===== src/rtl/alu_uart_sequencer_pkg.sv =====
// Shared constants for the ALU/UART sequencer: state encoding, flag bit positions,
// ALU opcodes and the inter-byte counter width helper.
package alu_uart_sequencer_pkg;

    localparam int STATE_W = 3;
    typedef logic [STATE_W-1:0] state_t;

    localparam logic [STATE_W-1:0] S_A      = 3'd0;
    localparam logic [STATE_W-1:0] S_B      = 3'd1;
    localparam logic [STATE_W-1:0] S_OP     = 3'd2;
    localparam logic [STATE_W-1:0] S_EXEC   = 3'd3;
    localparam logic [STATE_W-1:0] S_CAPT   = 3'd4;
    localparam logic [STATE_W-1:0] S_TX_RES = 3'd5;
    localparam logic [STATE_W-1:0] S_TX_FLG = 3'd6;

    localparam int FLG_ZERO  = 0;
    localparam int FLG_CARRY = 1;
    localparam int FLG_OVF   = 2;
    localparam int FLG_NEG   = 3;

    localparam logic [7:0] OP_SRA = 8'h03;
    localparam logic [7:0] OP_ADD = 8'h20;
    localparam logic [7:0] OP_SUB = 8'h22;
    localparam logic [7:0] OP_AND = 8'h24;
    localparam logic [7:0] OP_OR  = 8'h25;

    // A zero timeout still needs a 1-bit counter to keep the port widths legal.
    function automatic int cnt_width(input int cycles);
        return (cycles < 1) ? 1 : $clog2(cycles + 1);
    endfunction

endpackage


===== src/rtl/alu_uart_sequencer_interbyte_timer.sv =====
// Inter-byte idle counter; expiry is a combinational pulse when the count hits the limit.
// Latency: expiry asserts TIMEOUT_CYCLES enabled cycles after the last clear; no backpressure.
module interbyte_timer #(
    parameter int TIMEOUT_CYCLES = 100_000_000,
    parameter int CNT_W          = 27
) (
    input  logic clk,
    input  logic reset,
    input  logic clr,
    input  logic en,
    output logic expired
);

    localparam logic [CNT_W-1:0] LAST = (TIMEOUT_CYCLES == 0) ? '0 : CNT_W'(TIMEOUT_CYCLES - 1);

    logic [CNT_W-1:0] cnt_q, cnt_d;
    logic             hit;

    always_comb begin
        hit = (TIMEOUT_CYCLES != 0) && en && !clr && (cnt_q == LAST);
        cnt_d = cnt_q + 1'b1;
        if (TIMEOUT_CYCLES == 0 || clr || !en || hit) begin
            cnt_d = '0;
        end
    end

    always_ff @(posedge clk or posedge reset) begin
        if (reset) begin
            cnt_q <= '0;
        end else begin
            cnt_q <= cnt_d;
        end
    end

    assign expired = hit;

endmodule


===== src/rtl/alu_uart_sequencer.sv =====
// Collects A, B, opcode bytes from the UART into the ALU, then returns result and flags.
// Latency: opcode byte to tx_start is 3 cycles; tx_done paces the two return bytes.
module alu_uart_sequencer
    import alu_uart_sequencer_pkg::*;
#(
    parameter int DATA_WIDTH     = 8,
    parameter int OPCODE_WIDTH   = 6,
    parameter int TIMEOUT_CYCLES = 100_000_000
) (
    input  logic                  clk,
    input  logic                  reset,
    input  logic [DATA_WIDTH-1:0] rx_data,
    input  logic                  rx_done,
    input  logic                  tx_done,
    input  logic [DATA_WIDTH-1:0] alu_result,
    input  logic                  alu_zero,
    input  logic                  alu_carry,
    input  logic                  alu_overflow,
    input  logic                  alu_neg,
    output logic [DATA_WIDTH-1:0] alu_data,
    output logic                  alu_e1,
    output logic                  alu_e2,
    output logic                  alu_e3,
    output logic [DATA_WIDTH-1:0] tx_data,
    output logic                  tx_start,
    output logic                  busy,
    output logic                  timeout_err
);

    localparam int CNT_W = cnt_width(TIMEOUT_CYCLES);

    state_t                state_q, state_d;
    logic [DATA_WIDTH-1:0] alu_data_q, alu_data_d;
    logic [DATA_WIDTH-1:0] tx_data_q, tx_data_d;
    logic [DATA_WIDTH-1:0] flags_q, flags_d;
    logic                  e1_q, e1_d, e2_q, e2_d, e3_q, e3_d;
    logic                  tx_start_q, tx_start_d;
    logic                  busy_q, busy_d;
    logic                  timeout_err_q, timeout_err_d;
    logic                  timer_en, timer_expired;
    logic [DATA_WIDTH-1:0] op_byte, capt_flags;

    // The whole byte goes to the ALU; it decodes only the low OPCODE_WIDTH bits itself.
    assign op_byte = {rx_data[DATA_WIDTH-1:OPCODE_WIDTH], rx_data[OPCODE_WIDTH-1:0]};

    assign timer_en = (state_q == S_B) || (state_q == S_OP);

    interbyte_timer #(
        .TIMEOUT_CYCLES(TIMEOUT_CYCLES),
        .CNT_W         (CNT_W)
    ) u_timer (
        .clk    (clk),
        .reset  (reset),
        .clr    (rx_done),
        .en     (timer_en),
        .expired(timer_expired)
    );

    always_comb begin
        capt_flags            = '0;
        capt_flags[FLG_ZERO]  = alu_zero;
        capt_flags[FLG_CARRY] = alu_carry;
        capt_flags[FLG_OVF]   = alu_overflow;
        capt_flags[FLG_NEG]   = alu_neg;
    end

    always_comb begin
        state_d       = state_q;
        alu_data_d    = alu_data_q;
        tx_data_d     = tx_data_q;
        flags_d       = flags_q;
        e1_d          = 1'b0;
        e2_d          = 1'b0;
        e3_d          = 1'b0;
        tx_start_d    = 1'b0;
        timeout_err_d = 1'b0;
        case (state_q)
            S_A: begin
                if (rx_done) begin
                    alu_data_d = rx_data;
                    e1_d       = 1'b1;
                    state_d    = S_B;
                end
            end
            // A byte arriving on the expiry cycle still counts; rx_done is checked first.
            S_B: begin
                if (rx_done) begin
                    alu_data_d = rx_data;
                    e2_d       = 1'b1;
                    state_d    = S_OP;
                end else if (timer_expired) begin
                    timeout_err_d = 1'b1;
                    state_d       = S_A;
                end
            end
            S_OP: begin
                if (rx_done) begin
                    alu_data_d = op_byte;
                    e3_d       = 1'b1;
                    state_d    = S_EXEC;
                end else if (timer_expired) begin
                    timeout_err_d = 1'b1;
                    state_d       = S_A;
                end
            end
            S_EXEC: begin
                state_d = S_CAPT;
            end
            S_CAPT: begin
                tx_data_d  = alu_result;
                flags_d    = capt_flags;
                tx_start_d = 1'b1;
                state_d    = S_TX_RES;
            end
            S_TX_RES: begin
                if (tx_done) begin
                    tx_data_d  = flags_q;
                    tx_start_d = 1'b1;
                    state_d    = S_TX_FLG;
                end
            end
            S_TX_FLG: begin
                if (tx_done) begin
                    state_d = S_A;
                end
            end
            default: begin
                state_d = S_A;
            end
        endcase
        busy_d = (state_d != S_A);
    end

    always_ff @(posedge clk or posedge reset) begin
        if (reset) begin
            state_q       <= S_A;
            alu_data_q    <= '0;
            tx_data_q     <= '0;
            flags_q       <= '0;
            e1_q          <= 1'b0;
            e2_q          <= 1'b0;
            e3_q          <= 1'b0;
            tx_start_q    <= 1'b0;
            busy_q        <= 1'b0;
            timeout_err_q <= 1'b0;
        end else begin
            state_q       <= state_d;
            alu_data_q    <= alu_data_d;
            tx_data_q     <= tx_data_d;
            flags_q       <= flags_d;
            e1_q          <= e1_d;
            e2_q          <= e2_d;
            e3_q          <= e3_d;
            tx_start_q    <= tx_start_d;
            busy_q        <= busy_d;
            timeout_err_q <= timeout_err_d;
        end
    end

    assign alu_data    = alu_data_q;
    assign alu_e1      = e1_q;
    assign alu_e2      = e2_q;
    assign alu_e3      = e3_q;
    assign tx_data     = tx_data_q;
    assign tx_start    = tx_start_q;
    assign busy        = busy_q;
    assign timeout_err = timeout_err_q;

endmodule


===== config.mk =====
export PLATFORM = sky130hd
export DESIGN_NAME = alu_uart_sequencer
export DESIGN_NICKNAME = d
export VERILOG_FILES = /design/src/rtl/alu_uart_sequencer_pkg.sv /design/src/rtl/alu_uart_sequencer_interbyte_timer.sv /design/src/rtl/alu_uart_sequencer.sv
export SDC_FILE = /design/constraint.sdc
export NUM_CORES = 1
export LEC_CHECK = 0
export CAP_MARGIN = 20
export CELL_PAD_IN_SITES_DETAIL_PLACEMENT = 0
export CELL_PAD_IN_SITES_GLOBAL_PLACEMENT = 1
export CORE_ASPECT_RATIO = 1.4
export CORE_MARGIN = 1
export CORE_UTILIZATION = 38
export CTS_BUF_LIST = sky130_fd_sc_hd__clkbuf_4
export CTS_CLUSTER_SIZE = 10
export DETAILED_ROUTE_END_ITERATION = 8
export PLACE_DENSITY = 0.76
export SLEW_MARGIN = 20
export SYNTH_ARGS = -nofsm -noshare
export SYNTH_HDL_FRONTEND = slang
export SYNTH_SLANG_ARGS = --single-unit

===== constraint.sdc =====
create_clock -name clk -period 1.9 [get_ports clk]
set_input_delay 0.57 -clock clk [delete_from_list [all_inputs] [get_ports clk]]
set_output_delay 0.57 -clock clk [all_outputs]
set_load 0.005 [all_outputs]

# Word-level counts from Yosys, hierarchy flattened
# Cells that the tools add are included.
# W data, S select, Z words.
[totals]
elab_cells = 53
ff_bits = 56
in_bits = 24
[op_classes]
add_sub_neg = 1
eq_ne = 8
n_reduce_logical = 14
mux = 19
[op_table]
columns = ["cell", "n"]
rows = [
  ["$add A27 B1 Y27 const B", 1],
  ["$eq A27 B27 Y1 const B", 1],
  ["$mux W27", 1],
  ["$pmux W3 S7", 1],
  ["$mux W3", 6],
  ["$pmux W8 S2", 1],
  ["$eq A3 B3 Y1 const B", 3],
  ["$mux W1", 8],
  ["$mux W8", 1],
  ["$eq A3 B2 Y1 const B", 2],
  ["$reduce_and A2 Y1", 2],
  ["$eq A3 B1 Y1 const B", 1],
  ["$logic_not A3 Y1", 1],
  ["$logic_or A1 B1 Y1", 3],
  ["$reduce_bool A3 Y1", 1],
  ["$reduce_or A3 Y1", 1],
  ["$logic_and A1 B1 Y1", 2],
  ["$logic_not A1 Y1", 2],
  ["$ne A2 B2 Y1 const B", 1],
  ["$pmux W1 S2", 1],
  ["$reduce_bool A2 Y1", 1],
  ["$reduce_or A2 Y1", 1],
]

# Longest topological paths before layout
# Gate-level depths: netlist of the first run.
[depth]
ltp_word = 8
ltp_mapped = 6
ltp_nobuf = 5

# Cells and area by module
# Synthesis of the first run repeated with hierarchy kept, for this count alone.
[hier_totals]
hier_cells = 246
hier_area_um2 = 2690.1
[by_module_without_submodules]
columns = ["module", "cells_each", "seq_area_each_um2", "instances", "area_each_um2"]
rows = [
  ["interbyte_timer", 148, 675.6, 1, 1440.1],
  ["alu_uart_sequencer", 98, 725.7, 1, 1249.9],
]

# Worst setup path before layout of the first run
# Ideal clock, no wire load.
[synth_path]
path_kind = "reg2reg"
startpoint = "register u_timer.cnt_q[0]"
endpoint = "register u_timer.cnt_q[18]"
setup_ps = 80
path_stages_with_launch = 7
slack_ps = -52
n_path_buf = 1
t_arrival_ps = 1873
cell_sequence = "dfrtp_1 -> ha_1 -> nand3_1 -> or4_1 -> buf_2 -> or3_1 -> a21oi_1"
[synth_between]
elab_chain_len = 4
word_cells_on_any_way = 5
[synth_lines]
columns = ["item", "line", "source"]
rows = [
  ["start, declared", "alu_uart_sequencer_interbyte_timer.sv:16", "logic [CNT_W-1:0] cnt_q, cnt_d;"],
  ["start signal, assigned", "alu_uart_sequencer_interbyte_timer.sv:31", "cnt_q <= cnt_d;"],
  ["branches (longest 3 deep; another with $add A27 B1 Y27)", "n/a", ""],
  ["$mux W27 (*)", "alu_uart_sequencer_interbyte_timer.sv:22", "if (TIMEOUT_CYCLES == 0 || clr || !en || hit) begin"],
  ["net u_timer.cnt_d[18]", "alu_uart_sequencer_interbyte_timer.sv:16", ""],
]
# Mark *: on every way through the listed nets, which the timed path passes.
# A chain may end at the register's enable or synchronous reset.

# Worst setup path in the final report of the first run
[layout_path]
startpoint = "register tx_data_q[2] (netlist: tx_data[2])"
endpoint = "output tx_data[2]"
[layout_lines]
columns = ["item", "line", "source"]
rows = [
  ["start, declared", "alu_uart_sequencer.sv:34", "logic [DATA_WIDTH-1:0] tx_data_q, tx_data_d;"],
  ["start signal, assigned", "alu_uart_sequencer.sv:149", "tx_data_q <= tx_data_d;"],
  ["end, declared", "alu_uart_sequencer.sv:24", "output logic [DATA_WIDTH-1:0] tx_data,"],
]
# No word-level cell between the ends.

==> results of run 1 <==
## Yosys cell counts, types with 2 or more instances
cell type / instances
or3_1: 7
nand2_1: 25
nor2_1: 20
and4_1: 4
xnor2_1: 9
nor4b_1: 3
or4_1: 7
nand4_1: 6
clkbuf_1: 10
o21ai_0: 13
nor4_1: 3
nor2b_1: 2
xor2_1: 5
inv_1: 9
o31ai_1: 6
dfrtp_1: 56
mux2_2: 8
nand3_1: 11
and3_1: 2
a21oi_1: 17
o22ai_1: 8
a22o_1: 4
nor3_1: 7
## worst paths after layout
kind                                                  from                           to  slack (ns)  cells after the start
min in group asynchronous                            reset      alu_data[1]$_DFFE_PP0P_        0.60                      3
worst max register to register  u_timer.cnt_q[6]$_DFF_PP0_  u_timer.cnt_q[26]$_DFF_PP0_        0.05                      4
max in group asynchronous                            reset   u_timer.cnt_q[4]$_DFF_PP0_        1.04                      3
worst max-delay path                tx_data[2]$_DFFE_PP0P_                   tx_data[2]        0.04                      1
worst min-delay path                flags_q[2]$_DFFE_PP0P_       flags_q[2]$_DFFE_PP0P_        0.50                      2
worst min register to register      flags_q[2]$_DFFE_PP0P_       flags_q[2]$_DFFE_PP0P_        0.50                      2
## power breakdown
part / internal [W] / switching (W)
registers: 0.00148 / 0.000230
logic: 0.000835 / 0.000584
clock network: 0.000174 / 0.000361
## state kept, by name (all words and copies together) (netlist names)
signal	flops
alu_e2	1
alu_e1	1
u_timer.cnt_q	27
busy	1
timeout_err	1
alu_data	8
alu_e3	1
flags_q	4
tx_data	8
tx_start	1
state_q	3
## area by class of cell
class	instances	area, µm²	area share, %
Sequential cell	56	1403	39.72
Multi-Input combinational cell	178	1140	32.28
Timing Repair Buffer	84	800.8	22.68
Tap cell	74	92.59	2.622
Clock buffer	7	52.55	1.488
Inverter	9	37.54	1.063
Clock inverter	1	5.005	0.1417
## through the flow
step	instance area [µm²]	hold slack (ns)	instances	util, %	setup slack [ns]
finish	3531	0.5004	409	53.75	0.04105
floorplan	2597	0.4465	255	-	-0.01013
detailed placement	3362	0.4711	394	51.18	-0.03607
CTS	3455	0.5044	405	52.59	0.002454
global route	3531	0.5298	409	53.75	-0.01273
global placement	3362	0.4627	394	51.18	0.008947
## repair_timing
item	4_1_cts	5_1_grt
setup endpoints to repair	4	13
pin swaps	2	7
resized for setup	0	13
buffers inserted	3	4
hold buffers	0	0
## per-layer routing
layer	up-vias	GRT usage, %	part of all wire (%)
met1	1081	19.34	42
met4	0	5.279	1.2
met2	27	30.99	54
li1	1071	-	-
met3	6	3.343	2.5
met5	-	0	0
## cells by family (layout without fill, tap and decap cells)
family | Yosys count | in the layout
multiplexers | 8 | 8
AND/OR/NAND/NOR | 103 | 103
XOR/XNOR | 14 | 14
AO/OA/AOI/OAI | 52 | 52
adder cells (fa/ha/maj) | 1 | 1
buffers and inverters | 21 | 101
flip-flops | 56 | 56
==> PnR_summary.wiki, run 1 <==
{| class="wikitable"
! Metric !! Value
|-
| Via count of the first global-routing pass || 2067
|-
| Hold WC Path Type || register to register
|-
| Most used cells in the layout excluding fill and tap cells || dfrtp_1 (55), clkdlybuf4s50_1 (42), buf_4 (35)
|-
| Detailed-route wire length || 5886 µm
|-
| Synth Warn # || 0
|-
| Simple-gate share of the synthesized area || between 20% and 30%
|-
| Clock root cell || clkbuf_4
|-
| HPWL after detailed placement || 4191 µm
|-
| Area of the die || 7124 µm²
|-
| Critical path endpoint category || output pin
|-
| Post-Synth XOR/XNOR Area || 4.755%
|-
| Most frequent standard cell in the layout excluding fill and tap cells || dfrtp_1
|-
| Clock H-tree levels || 2
|-
| Standard-cell rows || 35
|-
| Number of buffers on the longest clock path || 2
|-
| Final routed wire length divided by cell count || 14.39 µm
|-
| I/O pins || 46
|-
| Top_reg_cell synth || dfrtp_1
|-
| Count of state elements after synthesis || 56
|-
| Largest stage delay on the critical path || 0.51 ns
|-
| Dominant combinational cell family by area after synthesis || simple AND/OR/NAND/NOR gates
|-
| Cell leakage power || approximately 1.5 nW
|-
| First-pass GRT wire length || 9466 µm
|-
| Final critical delay including setup and external delays || about 1.9 ns
|-
| Remaining routing DRC violations || 0
|-
| Crit start category || register
|-
| Routability congestion estimate from global placement || 0.7525
|-
| Number of nets in the layout || roughly 360
|-
| Crit-path cells || clkdlybuf4s50_1
|-
| Gr usage total || roughly 17%
|-
| Arrival time at the worst endpoint || 1.29 ns
|-
| Max Fclk || 537.9 MHz
|-
| Post-synthesis mux area share || 3.493%
|-
| Number of buffers and inverters on the critical path || 1
|-
| Skew-Pair Late Insertion Delay || about 0.38 ns
|-
| Compound-Gate Fraction of Synth Area || 11.94%
|-
| Total Power || 0.003660 W
|-
| Antenna diodes || 0
|-
| Slowest cell on crit path || clkdlybuf4s50_1
|-
| Synth unique cells || 36
|-
| Routed vias || 2185
|-
| Fraction of final layout cells with drive strength greater than 1 || 21.79%
|-
| Starting utilization of the core area || 39.26%
|-
| Count of flip-flops with a built-in enable after synthesis || 0
|-
| Power density relative to cell area || 1037 nW/µm²
|-
| Filler Cell Count || around 610
|-
| Number of instances in the synthesized netlist || between 200 and 300
|-
| Endpoints failing hold || 0
|-
| Required time at the endpoint of the critical path || 1.33 ns
|-
| TritonCTS buffer count || 5
|-
| Die width || around 72 µm
|-
| CTS clock-pin slew for the worst setup and hold paths || 0.15 ns
|-
| Sum Neg Setup Slack || 0 ns
|-
| Area of the placeable core || 6569 µm²
|-
| Synth Cell Area || 2579 µm²
|-
| Setup repair after global routing missed its margin || true
|-
| Overflow left after global routing || 0
|-
| Mapped Avg Cell Area || 10.11 µm²
|-
| Maximum number of pins on one net before global-route repair || 57
|-
| Kind of cell adding the most delay to the critical path || buffers and inverters
|-
| Mean number of vias per cell || around 5.3
|-
| Final count of pins violating max slew || 0
|-
| Signed area change from the synthesized netlist to the final layout || 36.92%
|-
| I/O Buffers || 45
|-
| Fraction of post-synthesis cell area in the top cell type by area || a little over half
|-
| Final Cycle Share || 97.84%
|-
| Leading post-synthesis cells by cell area || dfrtp_1 (54%), nand2_1 (3.6%), mux2_2 (3.5%)
|-
| Number of DRC violations after detailed-routing iteration 0 || 43
|-
| CTS tree || built
|-
| Syn Nets || 280
|-
| Max-cap viol count || 0
|-
| Share of the yosys chip area belonging to registers || 54.34%
|-
| Sink count of the clock tree || 56
|-
| Initial antenna violation count || 0
|-
| Run status || finished clean
|-
| Floorplan die height || 99.47 µm
|-
| Headroom to the max-slew limit || between 70% and 80%
|-
| Most area-hungry cell type in the Yosys netlist || dfrtp_1
|-
| Async set or reset register ratio after synthesis || 100.0%
|-
| Number of search-and-repair iterations in the first detailed-routing pass || 4
|-
| Synthesized-area fraction occupied by adder cells || 0.4852%
|-
| Actual transition at the worst max-transition pin || about 0.40 ns
|-
| Kind of critical path || register to output pin
|-
| Setup Skew || between 0.02 and 0.025 ns
|-
| Biggest fanout along the worst timing path || 3
|-
| Worst ir drop on vdd || 0.3270 mV
|-
| Final setup fails || 0
|-
| Number of routed nets with antenna violations || 0
|}
Power figures use the tool's default switching activity.
==> run 2: changes to the inputs <==
--- a/config.mk
+++ b/config.mk
@@ -5,12 +5,13 @@
 export SDC_FILE = /design/constraint.sdc
 export NUM_CORES = 1
 export LEC_CHECK = 0
+export ABC_AREA = 1
 export CAP_MARGIN = 20
 export CELL_PAD_IN_SITES_DETAIL_PLACEMENT = 0
 export CELL_PAD_IN_SITES_GLOBAL_PLACEMENT = 1
 export CORE_ASPECT_RATIO = 1.4
 export CORE_MARGIN = 1
-export CORE_UTILIZATION = 38
+export CORE_UTILIZATION = 37
 export CTS_BUF_LIST = sky130_fd_sc_hd__clkbuf_4
 export CTS_CLUSTER_SIZE = 10
 export DETAILED_ROUTE_END_ITERATION = 8
==> constraint.sdc (replaced) <==
create_clock -name clk -period 1.51 [get_ports clk]
set_input_delay 0.453 -clock clk [delete_from_list [all_inputs] [get_ports clk]]
set_output_delay 0.453 -clock clk [all_outputs]
set_load 0.005 [all_outputs]
==> PnR_summary.wiki, run 2 <==
{| class="wikitable"
! Metric !! Value
|-
| Run status || finished clean
|-
| Number of buffers and inverters on the critical path || 1
|-
| Final routed wire length divided by cell count || 13.60 µm
|-
| Total Power || 0.004925 W
|-
| Critical R2R Capture || u_timer.cnt_q[20]$_DFF_PP0_
|-
| Number of routed nets with antenna violations || 0
|-
| Combinational power share || 40.0%
|-
| Switching power summed over all nets || 0.001698 W
|-
| Min Hold Slack || 0.3395 ns
|-
| Critical path destination || alu_data[7]
|-
| Number of instances in the synthesized netlist || 347
|-
| Reg2Reg Depth || 8
|-
| Synth unique cells || 32
|-
| CTS tree || built
|-
| Count of state elements after synthesis || 56
|-
| Synth Cell Area || roughly 2900 µm²
|-
| Proportion of power drawn by the clock network || 17.3%
|-
| Async set or reset register ratio after synthesis || 100.0%
|-
| Post-Layout Inst Area || 4173 µm²
|-
| Routability congestion estimate from global placement || 0.9105
|-
| Power density relative to cell area || 1180 nW/µm²
|-
| Most frequent standard cell in the layout excluding fill and tap cells || nand2_1
|-
| Leading cell types by count after synthesis || nand2_1 (76), nor2_1 (57), dfrtp_1 (56)
|-
| Biggest fanout along the worst timing path || 2
|-
| Internal reg-to-reg setup slack || 0.05 ns
|-
| Clock root cell || clkbuf_4
|-
| Gr usage total || 20.29%
|-
| Signed area change from the synthesized netlist to the final layout || 44.50%
|-
| Reg-to-Reg Start || u_timer.cnt_q[1]$_DFF_PP0_
|-
| Remaining routing DRC violations || 0
|-
| Number of nets in the layout || 483
|-
| Kind of cell adding the most delay to the critical path || flip-flops
|-
| Setup repair after global routing missed its margin || true
|-
| Floorplan die height || 106.5 µm
|-
| Area of the placeable core || 7453 µm²
|-
| Critical path endpoint category || output pin
|-
| Hold WC Path Type || input port to async pin
|-
| Top_reg_cell synth || dfrtp_1
|-
| Count of flip-flops with a built-in enable after synthesis || 0
|-
| Headroom to the max-slew limit || 76.37%
|-
| Internal power contribution || 0.003227 W
|-
| Actual transition at the worst max-transition pin || 0.3512 ns
|-
| Final design utilization || between 50% and 60%
|-
| Skew-Pair Late Insertion Delay || 0.40 ns
|-
| Fraction of final layout cells with drive strength greater than 1 || around a third
|-
| Worst path depth || 1
|-
| Leading post-synthesis cells by cell area || dfrtp_1 (49%), nand2_1 (9.9%), nor2_1 (7.4%)
|-
| Number of DRC violations after detailed-routing iteration 0 || 109
|-
| Largest Register || u_timer.cnt_q
|-
| Worst ir drop on vdd || around 0.91 mV
|-
| HPWL after detailed placement || 5809 µm
|-
| TritonCTS buffer count || 5
|-
| Number of buffers on the longest clock path || 2
|-
| Routed vias || approximately 2600
|-
| Antenna diodes || 0
|-
| Most used cells in the layout excluding fill and tap cells || nand2_1 (70), buf_4 (60), dfrtp_1 (50)
|-
| Setup Skew || about 0.013 ns
|-
| Sink count of the clock tree || 56
|-
| Register share of total power || 42.7%
|-
| Area of the die || 8167 µm²
|-
| Final setup fails || 0
|-
| I/O pins || 46
|-
| Max FFs per register || 27
|-
| Area of all sequential standard cells || 1409 µm²
|-
| Starting utilization of the core area || approximately 39%
|-
| Kind of critical path || register to output pin
|-
| Mean number of vias per cell || around 4.7
|-
| CTS clock-pin slew for the worst setup and hold paths || approximately 0.16 ns
|-
| Max-cap viol count || 0
|-
| Maximum number of pins on one net before global-route repair || 27
|-
| Cell leakage power || 1.829 nW
|-
| Most area-hungry cell type in the Yosys netlist || dfrtp_1
|-
| Post-DP Area || around 3900 µm²
|-
| Initial antenna violation count || 0
|-
| Endpoints failing hold || 0
|-
| Syn Nets || between 300 and 400
|-
| Die width || between 70 and 80 µm
|-
| Slowest cell on crit path || dfrtp_1
|-
| Standard-cell rows || 37
|-
| Max Fclk || around 680 MHz
|-
| Number of search-and-repair iterations in the first detailed-routing pass || 4
|-
| Fraction of post-synthesis cell area in the top cell type by area || 48.53%
|-
| Via count of the first global-routing pass || 2829
|-
| Largest stage delay on the critical path || just over 0.4 ns
|-
| Share of the yosys chip area belonging to registers || between 40% and 50%
|-
| Synth Warn # || 0
|-
| I/O Buffers || 45
|-
| Detailed-route wire length || between 7000 and 8000 µm
|-
| Filler Cell Count || 722
|-
| Final count of pins violating max slew || 0
|-
| Crit-path cells || clkdlybuf4s15_1
|-
| Clock H-tree levels || 2
|-
| Overflow left after global routing || 0
|-
| Final Cycle Share || 97.47%
|-
| Required time at the endpoint of the critical path || 1.06 ns
|-
| Mapped Avg Cell Area || 8.322 µm²
|-
| Sum Neg Setup Slack || 0 ns
|-
| Final critical delay including setup and external delays || 1.472 ns
|-
| Start point of the critical path || alu_data[7]$_DFFE_PP0P_
|-
| Switching share of power || 34.47%
|-
| Area occupied by multi-input gates || 1470 µm²
|-
| Crit start category || register
|-
| Arrival time at the worst endpoint || approximately 1.0 ns
|-
| First-pass GRT wire length || 12920 µm
|-
| Most frequent cell after synthesis || nand2_1
|}
==> run 2: cell type report <==
cell class	instances	share of cell area (%)
multi-input combinational	248	35.23
sequential	56	33.76
timing repair buffer	109	22.55
inverter	38	3.508
tap	97	2.909
clock inverter	3	1.139
clock buffer	5	0.8996
==> run 2: worst reg2reg max path, delay by kind of cell (launching register included) <==
family / cells / cell delay, ns
AND/OR/NAND/NOR: 7 / 0.77
adder cells (fa/ha/maj): 1 / 0.17
flip-flops: 1 / 0.43
==> run 2: logic make-up (layout without fill, tap and decap cells) <==
group,Yosys count,after routing,synth area share (%)
xor+xnor,12,12,3.639
compound gates,18,18,3.553
flops,56,56,48.53
mux,12,12,4.679
fa+ha+maj,1,1,0.4332
simple gates,205,205,32.84
buf+inv,43,155,6.326
==> run 2: stage by stage <==
step	instances	setup WS (ns)
after floorplan	347	0.003297
after global placement	535	-0.1825
after detailed placement	535	-0.2372
after CTS	544	-0.002356
after global routing	556	-0.07280
final	556	0.03815
==> run 2: power groups by stage <==
| stage | clock network [W] | logic [W] | registers [W] |
|---|---|---|---|
| finish | 0.000853 | 0.00197 | 0.00210 |
| global route | 0.000921 | 0.00217 | 0.00214 |
| CTS | 0.000878 | 0.00190 | 0.00209 |
| detailed placement | 0 | 0.00200 | 0.00211 |
| global placement | 0 | 0.00196 | 0.00212 |
| floorplan | 0 | 0.00100 | 0.00208 |
==> run 2: worst min path at each step <==
stage                                  startpoint                 endpoint  slack [ns]
after CTS                                   reset  alu_data[5]$_DFFE_PP0P_        0.33
after detailed placement   tx_data[6]$_DFFE_PP0P_   tx_data[6]$_DFFE_PP0P_        0.49
after floorplan            flags_q[0]$_DFFE_PP0P_   flags_q[0]$_DFFE_PP0P_        0.46
after global placement    alu_data[3]$_DFFE_PP0P_  alu_data[3]$_DFFE_PP0P_        0.49
final                                       reset  alu_data[5]$_DFFE_PP0P_        0.34
after global routing                        reset  alu_data[5]$_DFFE_PP0P_        0.34
==> run 2: per-layer routing <==
metal	vias up	track usage (%)	share of wire, %
li1	1333	-	-
met1	1231	20.93	38
met2	55	40.05	56
met3	19	3.004	3.1
met4	0	7.967	2.9
met5	-	0	0
==> run 2: repair_timing <==
| action | in CTS | in global routing |
|---|---|---|
| endpoints found under the setup margin | 50 | 41 |
| pin swaps | 3 | 15 |
| hold buffers | 0 | 0 |
| gates resized for setup | 54 | 48 |
| setup buffers | 1 | 12 |
==> run 3: changes to the inputs <==
==> constraint.sdc (replaced) <==
create_clock -name clk -period 1.51 [get_ports clk]
set_input_delay 0.302 -clock clk [delete_from_list [all_inputs] [get_ports clk]]
set_output_delay 0.302 -clock clk [all_outputs]
set_load 0.005 [all_outputs]
==> PnR_summary.wiki, run 3 (same netlist as run 2, synthesis figures left out) <==
{| class="wikitable"
! Metric !! Value
|-
| Run status || finished clean
|-
| Skew-Pair Late Insertion Delay || 0.41 ns
|-
| Power density relative to cell area || 1152 nW/µm²
|-
| Kind of critical path || register to register
|-
| Initial antenna violation count || 0
|-
| Number of nets in the layout || 475
|-
| Antenna diodes || 0
|-
| Total Power || 0.004695 W
|-
| Internal reg-to-reg setup slack || between 0.01 and 0.015 ns
|-
| Routed met3 length || 196 µm
|-
| Required time at the endpoint of the critical path || 1.82 ns
|-
| Biggest fanout along the worst timing path || 3
|-
| Signed area change from the synthesized netlist to the final layout || 41.16%
|-
| Actual transition at the worst max-transition pin || 0.4032 ns
|-
| Max FFs per register || 27
|-
| Mean number of vias per cell || 4.880
|-
| Number of buffers on the longest clock path || 2
|-
| Met1 routed wirelength after detailed routing || 2944 µm
|-
| Number of routed nets with antenna violations || 0
|-
| Overflow left after global routing || 0
|-
| Largest Register || u_timer.cnt_q
|-
| Setup Skew || ~0.010 ns
|-
| Final critical delay including setup and external delays || 1.496 ns
|-
| Clock H-tree levels || 2
|-
| Clock root cell || clkbuf_4
|-
| Most frequent standard cell in the layout excluding fill and tap cells || nand2_1
|-
| Final non-filler cell total || 548
|-
| Final Cycle Share || 99.06%
|-
| TritonCTS buffer count || 5
|-
| I/O Buffers || 45
|-
| Number of buffers inserted for hold repair after clock tree synthesis || 0
|-
| Headroom to the max-slew limit || between 70% and 80%
|-
| Arrival time at the worst endpoint || 1.81 ns
|-
| Routability congestion estimate from global placement || roughly 0.86
|-
| Final routed wire length divided by cell count || approximately 14 µm
|-
| Placed Instances || between 500 and 600
|-
| First-pass GRT wire length || 12500 µm
|-
| Most used cells in the layout excluding fill and tap cells || nand2_1 (68), buf_4 (52), dfrtp_1 (50)
|-
| Floorplan die height || 106.5 µm
|-
| Final count of pins violating max slew || 0
|-
| Crit start category || register
|-
| Via count of the first global-routing pass || around 2700
|-
| Endpoints failing hold || 0
|-
| Remaining routing DRC violations || 0
|-
| Maximum number of pins on one net before global-route repair || 38
|-
| Area occupied by multi-input gates || roughly 1500 µm²
|-
| Max Fclk || 668.5 MHz
|-
| Filler Cell Count || just over 700
|-
| Top Layer Used || met4
|-
| CTS tree || built
|-
| Sink count of the clock tree || 56
|-
| Area of all sequential standard cells || 1409 µm²
|-
| Cell leakage power || roughly 1.8 nW
|-
| CTS clock-pin slew for the worst setup and hold paths || ~0.17 ns
|-
| Starting utilization of the core area || 38.74%
|-
| Worst ir drop on vdd || about 0.88 mV
|-
| Final setup fails || 0
|-
| Die width || between 70 and 80 µm
|-
| Hold WC Path Type || input port to async pin
|-
| Gr usage total || 19.91%
|-
| Setup repair after global routing missed its margin || true
|-
| Critical path endpoint category || register
|-
| Area of the placeable core || ~7500 µm²
|-
| Standard-cell rows || 37
|-
| Fraction of final layout cells with drive strength greater than 1 || 30.16%
|-
| Metal2 WL || approximately 4000 µm
|-
| Detailed-route wire length || 7478 µm
|-
| Routed vias || 2674
|-
| Number of search-and-repair iterations in the first detailed-routing pass || 4
|-
| Number of DRC violations after detailed-routing iteration 0 || around 140
|-
| I/O pins || 46
|-
| Area of the die || between 8000 and 9000 µm²
|-
| Max-cap viol count || 0
|-
| HPWL after detailed placement || 5623 µm
|}
==> run 3: final timing paths <==
path | startpoint | to | cells past startpoint
min | reset | alu_data[6]$_DFFE_PP0P_ | 2
min in group clk | alu_result[7] | tx_data[7]$_DFFE_PP0P_ | 3
max in group asynchronous | reset | state_q[1]$_DFF_PP0_ | 3
max reg2reg | u_timer.cnt_q[1]$_DFF_PP0_ | u_timer.cnt_q[4]$_DFF_PP0_ | 9
min reg2reg | tx_data[6]$_DFFE_PP0P_ | tx_data[6]$_DFFE_PP0P_ | 2
max | u_timer.cnt_q[1]$_DFF_PP0_ | u_timer.cnt_q[4]$_DFF_PP0_ | 9
==> run 3: critical path: stages, from the launching register on <==
cell      delay [ns]
dfrtp_1         0.40
ha_2            0.20
nand2_2         0.08
nor2_4          0.13
nand2_2         0.09
nor2_4          0.13
nand2_4         0.10
buf_4           0.15
o211ai_1        0.07
a21oi_1         0.06
==> run 3: timing repair <==
item	CTS	global route
cloned	1	0
resized for setup	32	43
hold endpoints to repair	0	0
pin swaps	2	16
endpoints found under the setup margin	50	33
setup buffers	4	6
==> run 3: stage by stage <==
stage | hold WS [ns] | utilization (%) | setup WS (ns) | cell area (µm²) | TNS, ns
after floorplan | 0.3825 | - | 0.003297 | 2892 | 0
after global placement | 0.4866 | 50.80 | -0.02843 | 3786 | -0.1256
after detailed placement | 0.4911 | 50.80 | -0.06541 | 3786 | -1.297
after CTS | 0.1354 | 52.33 | -0.02838 | 3900 | -0.05947
after global routing | 0.1501 | 54.69 | -0.1033 | 4076 | -0.8472
final | 0.1421 | 54.69 | 0.01422 | 4076 | 0
==> run 3: layout make-up <==
type / count / share of cell area (%)
clock buffers: 5 / 0.9208
clock inverters: 3 / 0.5218
inverters: 38 / 3.653
multi-input cells: 249 / 36.16
flip-flops and latches: 56 / 34.56
well taps: 97 / 2.977
repair buffers: 100 / 21.21
==> run 3: per-layer routing <==
| metal | track usage [%] | up-vias |
|---|---|---|
| li1 | - | 1329 |
| met1 | 22.37 | 1273 |
| met2 | 36.86 | 56 |
| met3 | 2.833 | 16 |
| met4 | 8.654 | 0 |
| met5 | 0 | - |
==> run 3: power breakdown <==
| group | switching, W | internal, W | total [W] | leakage (nW) |
|---|---|---|---|---|
| Sequential | 0.000227 | 0.00186 | 0.00209 | 0.722 |
| Clock | 0.000527 | 0.000190 | 0.000717 | 0.0336 |
| Combinational | 0.000938 | 0.000953 | 0.00189 | 1.04 |
